**config.mk**
```make
export PLATFORM = sky130hd
export DESIGN_NAME = ps2_key_decoder
export DESIGN_NICKNAME = d
export VERILOG_FILES = /design/src/rtl/ps2_key_decoder.sv
export SDC_FILE = /design/constraint.sdc
export NUM_CORES = 1
export LEC_CHECK = 0
export BUFFER_PORTS_ARGS = -buffer_cell sky130_fd_sc_hd__buf_2
export CORE_MARGIN = 4
export CORE_UTILIZATION = 40
export DETAILED_ROUTE_END_ITERATION = 12
export PLACE_DENSITY = 0.64
export SLEW_MARGIN = 10
export SYNTH_ARGS = -nofsm -noshare
export SYNTH_HDL_FRONTEND = slang
export SYNTH_SLANG_ARGS = --single-unit
export TNS_END_PERCENT = 1
```
**constraint.sdc**
```tcl
create_clock -name iVGA_CLK -period 3.3 [get_ports iVGA_CLK]
set_input_delay 0.66 -clock iVGA_CLK [delete_from_list [all_inputs] [get_ports iVGA_CLK]]
set_output_delay 0.66 -clock iVGA_CLK [all_outputs]
set_load 0.03 [all_outputs]
```
**src/rtl/ps2_key_decoder.sv**
```systemverilog
// PS/2 scan-code set 2 receiver that turns printable make codes into ASCII for the VGA text path.
// Define PS2_SHIFT_EN to track left/right shift and emit lowercase letters while no shift is held.
module ps2_key_decoder #(
    parameter int FILTER_LEN     = 4,
    parameter int TIMEOUT_CYCLES = 2520
) (
    input  logic       iVGA_CLK,
    input  logic       iRST,
    input  logic       iPS2_CLK,
    input  logic       iPS2_DAT,
    output logic [7:0] oKeyboardInput,
    output logic       oAdvanceCursor,
    output logic       oFrameError
);

    localparam int FW = $clog2(FILTER_LEN + 1);
    localparam int TW = $clog2(TIMEOUT_CYCLES + 1);

    typedef enum logic [1:0] {IDLE, DATA, PARITY, STOP} state_t;

    // Scan code to uppercase ASCII; 0 means the code has no printable mapping.
    function automatic logic [7:0] lookup(input logic [7:0] code);
        case (code)
            8'h1C: lookup = 8'h41;  8'h32: lookup = 8'h42;  8'h21: lookup = 8'h43;
            8'h23: lookup = 8'h44;  8'h24: lookup = 8'h45;  8'h2B: lookup = 8'h46;
            8'h34: lookup = 8'h47;  8'h33: lookup = 8'h48;  8'h43: lookup = 8'h49;
            8'h3B: lookup = 8'h4A;  8'h42: lookup = 8'h4B;  8'h4B: lookup = 8'h4C;
            8'h3A: lookup = 8'h4D;  8'h31: lookup = 8'h4E;  8'h44: lookup = 8'h4F;
            8'h4D: lookup = 8'h50;  8'h15: lookup = 8'h51;  8'h2D: lookup = 8'h52;
            8'h1B: lookup = 8'h53;  8'h2C: lookup = 8'h54;  8'h3C: lookup = 8'h55;
            8'h2A: lookup = 8'h56;  8'h1D: lookup = 8'h57;  8'h22: lookup = 8'h58;
            8'h35: lookup = 8'h59;  8'h1A: lookup = 8'h5A;
            8'h45: lookup = 8'h30;  8'h16: lookup = 8'h31;  8'h1E: lookup = 8'h32;
            8'h26: lookup = 8'h33;  8'h25: lookup = 8'h34;  8'h2E: lookup = 8'h35;
            8'h36: lookup = 8'h36;  8'h3D: lookup = 8'h37;  8'h3E: lookup = 8'h38;
            8'h46: lookup = 8'h39;
            8'h29: lookup = 8'h20;  8'h5A: lookup = 8'h0D;  8'h66: lookup = 8'h08;
            default: lookup = 8'h00;
        endcase
    endfunction

    logic          clk_s1, clk_s2, dat_s1, dat_s2;
    logic          filt, fall;
    logic [FW-1:0] fcnt;

    // NOTE: non-blocking assignments in every clocked block keep the two flops of
    // each synchronizer as separate stages instead of collapsing them into one.
    always_ff @(posedge iVGA_CLK or posedge iRST) begin
        if (iRST) begin
            // Preset to the idle-high bus level so reset release is not seen as a falling edge.
            clk_s1 <= 1'b1;
            clk_s2 <= 1'b1;
            dat_s1 <= 1'b1;
            dat_s2 <= 1'b1;
            filt   <= 1'b1;
            fcnt   <= '0;
            fall   <= 1'b0;
        end else begin
            clk_s1 <= iPS2_CLK;
            clk_s2 <= clk_s1;
            dat_s1 <= iPS2_DAT;
            dat_s2 <= dat_s1;
            fall   <= 1'b0;
            if (clk_s2 == filt) begin
                fcnt <= '0;
            end else if (fcnt == FW'(FILTER_LEN - 1)) begin
                filt <= clk_s2;
                fcnt <= '0;
                fall <= ~clk_s2;
            end else begin
                fcnt <= fcnt + FW'(1);
            end
        end
    end

    state_t        state;
    logic [2:0]    bit_cnt;
    logic [7:0]    shreg;
    logic          parity, ext, brk;
    logic [TW-1:0] tcnt;
    logic [7:0]    ascii, ascii_out;
    logic          frame_ok, timeout;

    assign ascii    = lookup(shreg);
    assign frame_ok = dat_s2 && (^{shreg, parity});
    assign timeout  = (state != IDLE) && (tcnt == TW'(TIMEOUT_CYCLES - 1));

`ifdef PS2_SHIFT_EN
    logic shift_l, shift_r;
    assign ascii_out = (ascii >= 8'h41 && ascii <= 8'h5A && !(shift_l || shift_r))
                       ? ascii + 8'h20 : ascii;
`else
    assign ascii_out = ascii;
`endif

    always_ff @(posedge iVGA_CLK or posedge iRST) begin
        if (iRST) begin
            state          <= IDLE;
            bit_cnt        <= '0;
            shreg          <= '0;
            parity         <= 1'b0;
            tcnt           <= '0;
            ext            <= 1'b0;
            brk            <= 1'b0;
`ifdef PS2_SHIFT_EN
            shift_l        <= 1'b0;
            shift_r        <= 1'b0;
`endif
            oKeyboardInput <= '0;
            oAdvanceCursor <= 1'b0;
            oFrameError    <= 1'b0;
        end else begin
            oAdvanceCursor <= 1'b0;
            oFrameError    <= 1'b0;
            tcnt           <= (state == IDLE || fall) ? '0 : tcnt + TW'(1);
            // A timeout has priority over a coincident fall, which is then dropped.
            if (timeout) begin
                state       <= IDLE;
                oFrameError <= 1'b1;
                ext         <= 1'b0;
                brk         <= 1'b0;
            end else if (fall) begin
                case (state)
                    IDLE: if (!dat_s2) begin
                        state   <= DATA;
                        bit_cnt <= '0;
                    end
                    DATA: begin
                        shreg   <= {dat_s2, shreg[7:1]};
                        bit_cnt <= bit_cnt + 3'd1;
                        if (bit_cnt == 3'd7) state <= PARITY;
                    end
                    PARITY: begin
                        parity <= dat_s2;
                        state  <= STOP;
                    end
                    STOP: begin
                        state <= IDLE;
                        if (!frame_ok) begin
                            oFrameError <= 1'b1;
                            ext         <= 1'b0;
                            brk         <= 1'b0;
                        end else if (shreg == 8'hE0) begin
                            ext <= 1'b1;
                        end else if (shreg == 8'hF0) begin
                            brk <= 1'b1;
                        end else begin
                            ext <= 1'b0;
                            brk <= 1'b0;
                            if (!ext) begin
`ifdef PS2_SHIFT_EN
                                if (shreg == 8'h12) shift_l <= ~brk;
                                else if (shreg == 8'h59) shift_r <= ~brk;
                                else
`endif
                                if (!brk && ascii != 8'h00) begin
                                    oKeyboardInput <= ascii_out;
                                    oAdvanceCursor <= 1'b1;
                                end
                            end
                        end
                    end
                    default: state <= IDLE;
                endcase
            end
        end
    end

endmodule

```
==> results.cfg <==
[final_layout]
syn_to_final_growth_pct = 6.858
fillers = 709
drive_gt1_share_pct = 16.87
fin_nets = 350
fin_area_sq_mm = 0.003314
diodes = 0
final_cells = 431

[cts]
clockBufferDepth = 2
post-cts-setup-buffers = 0
cts_tree = done
clock_latency_ps = 300
numCtsBuffers = 5
cts.sinks = 46
root_buffer = clkbuf_8
cts_htree_levels = 2
ctsHoldBuffers = 0
clk_pin_slew_worst_paths_ps = 90
cts_resized = 0

[synthesis]
yosysTopAreaCell = dfrtp_1
synth_seq_cells = 46
yosys.area.top_type_share_pct = 33.08
synth-main-ff-cell = dfrtp_1
synth-seq-area-share_pct = 37.31
synth_xor_area_share_pct = 4.518
synth_cell_types = 63
netlist_area_sq_mm = 0.003102
synth.area.top_cells = dfrtp_1 (33%), ha_1 (6.1%), dfstp_2 (4.2%)
avgSynthCellArea_sq_um = 9.485
synth_top_family_by_area = simple AND/OR/NAND/NOR gates
synth-edff-count = 0
syn-num-nets = 346
synth_adder_area_share_pct = 6.051
yosys_warnings = 0
synth_most_common_cell = dfrtp_1
synth.mux.area_fraction_pct = 8.633
synth_simple_gate_area_share_pct = 20.94
syn_inst = 327
synth_compound_area_share_pct = 16.74
synth_commonest_cells = dfrtp_1 (41), nand2_1 (27), nor2_1 (24)
async_reset_ff_share_pct = 100.0

[sta]
finalCriticalPeriod_ps = 2954
drv_slew = 0
max_slew_margin_pct = 37.23
fin_tns_setup_ps = 0
setup_viol = 0
tightestPinTransition_ps = 940.2
hold_viol = 0
rsz0062_at_grt = false
period_share_pct = 89.51
finClkSkew_ps = 6.753
whs_ps = 358.7
max_freq_mhz = 338.5

[place]
dp_cells = 423
io_buffer_count = 12
hpwlAfterDp_um = 4584
placed_cell_area_sq_mm = 0.003222
place.gp.congestion = 0.8764

[critical_path]
slowest_stage = dfrtp_1
critPathMaxStageDelay_ps = 560
crit_path_max_fanout = 10
critical_path_class = flip-flop to flip-flop
critical_path_arrival_ps = 3150
crit_path_start_kind = flip-flop
crit_chain = inv_1 > ha_1 > nor2b_1 > o311ai_0 > a21oi_1 > nor3_2 > a21oi_2 > o21bai_4 > mux2_4
end_kind = flip-flop
worst-path-stages = 9
crit_required_ps = 3490
cp_top_family = compound AO/OA/AOI/OAI gates
path_buf_inv = 1
worst-r2r-cell-count = 9

[power_and_ir_drop]
finalPower_mw = 1.128
p_sw_share_pct = 28.24
peakVddDrop_v = 0.0002747
switching_power_mw = 0.3185
p_int_mw = 0.8093
powerDensity_mw_per_mm2 = 340.3
seq_power_share_pct = 56.0
clkPwrFrac_pct = 31.4
pwr-share-comb_pct = 12.6
p_leak_nw = 1.386

[routing]
num_vias = 2420
dr.pass1.iters = 4
drc = 0
drtIter0Drc = 125
post_drt_wl_per_cell_um = 15.05
drt-total-wl_um = 6487
vias_per_cell = 5.615
drtAntennaViolNets = 0

[global_routing]
grt_use_total_pct = 14.49
globalRouteMet1Util_pct = 19.87
overflow = 0
busiest_layer = met2
first_global_vias = 2233
grt_pass1_wl_um = 10640
grt_max_degree = 47
met2_usage_pct = 22.48
antenna_found_initial = 0
use_met3_pct = 2.737

[die]
die_y_um = 96.06
fp-row-count = 31
die_w_um = 96.06
initial_core_util_pct = 41.87
die_area_sq_mm = 0.009228
coreArea_sq_mm = 0.007408
io_pins = 14

[min_path]
worstHoldPathType = flip-flop to flip-flop
hold_depth = 0

[job]
cap_violations = 0

[run_status]
status = complete, no violations
power groups by stage:
stage / combinational (mW) / clock, mW / sequential (mW)
after CTS: 0.145 / 0.370 / 0.632
after global placement: 0.139 / 0 / 0.641
after floorplan: 0.121 / 0 / 0.633
after detailed placement: 0.146 / 0 / 0.642
final: 0.142 / 0.354 / 0.632
after global routing: 0.162 / 0.392 / 0.638
final cells by class:
class | instances | area, sq um | area share, %
Tap cell | 99 | 123.9 | 3.737
Inverter | 14 | 52.55 | 1.586
Timing Repair Buffer | 20 | 120.1 | 3.624
Multi-Input combinational cell | 244 | 1768 | 53.34
Clock inverter | 3 | 23.77 | 0.7173
Sequential cell | 46 | 1157 | 34.92
Clock buffer | 5 | 68.82 | 2.076
logic make-up after synthesis:
| family | count (synthesis) |
|---|---|
| compound gates | 72 |
| buf+inv | 37 |
| flops | 46 |
| other cells | 1 |
| fa+ha+maj | 15 |
| simple gates | 118 |
| mux | 22 |
| xor+xnor | 16 |
placed cells by master (no fill, tap or decap), types with 6 or more instances in the layout:
cell type,n
mux2_2,10
o21ai_0,17
mux2i_1,8
ha_1,15
buf_2,12
xnor2_1,12
nand2_1,27
nor2_1,24
inv_1,13
nor3_1,9
buf_4,8
a21oi_1,13
nor2b_1,7
dfrtp_1,41
nand2b_1,6
nand3_1,9
through the flow:
step	worst slack (ps)	util (%)
CTS	347.5	44.74
floorplan	544.5	-
detailed placement	366.6	43.49
global placement	456.1	43.49
finish	346.1	44.74
global route	160.2	44.74
registers in the layout (all words and copies together) (netlist names):
name            cells
oFrameError         1
shreg               8
fall                1
oKeyboardInput      7
tcnt               12
fcnt                3
bit_cnt             3
clk_s2              1
filt                1
oAdvanceCursor      1
ext                 1
brk                 1
dat_s1              1
parity              1
dat_s2              1
clk_s1              1
state               2
final timing paths:
kind,startpoint,end,slack (ps)
min,dat_s1$_DFF_PP1_,dat_s2$_DFF_PP1_,360
max in group asynchronous,iRST,tcnt[4]$_DFF_PP0_,2150
min reg2reg,dat_s1$_DFF_PP1_,dat_s2$_DFF_PP1_,360
max reg2reg,shreg[0]$_DFFE_PP0P_,oKeyboardInput[4]$_DFFE_PP0P_,350
min in group asynchronous,iRST,brk$_DFFE_PP0P_,560
max,shreg[0]$_DFFE_PP0P_,oKeyboardInput[4]$_DFFE_PP0P_,350
layer usage:
layer	wire length (um)	vias to the layer above
li1	-	1172
met1	2994	1168
met2	3056	66
met3	297	14
met4	139	0
met5	0	-
Power figures use the tool's default switching activity.
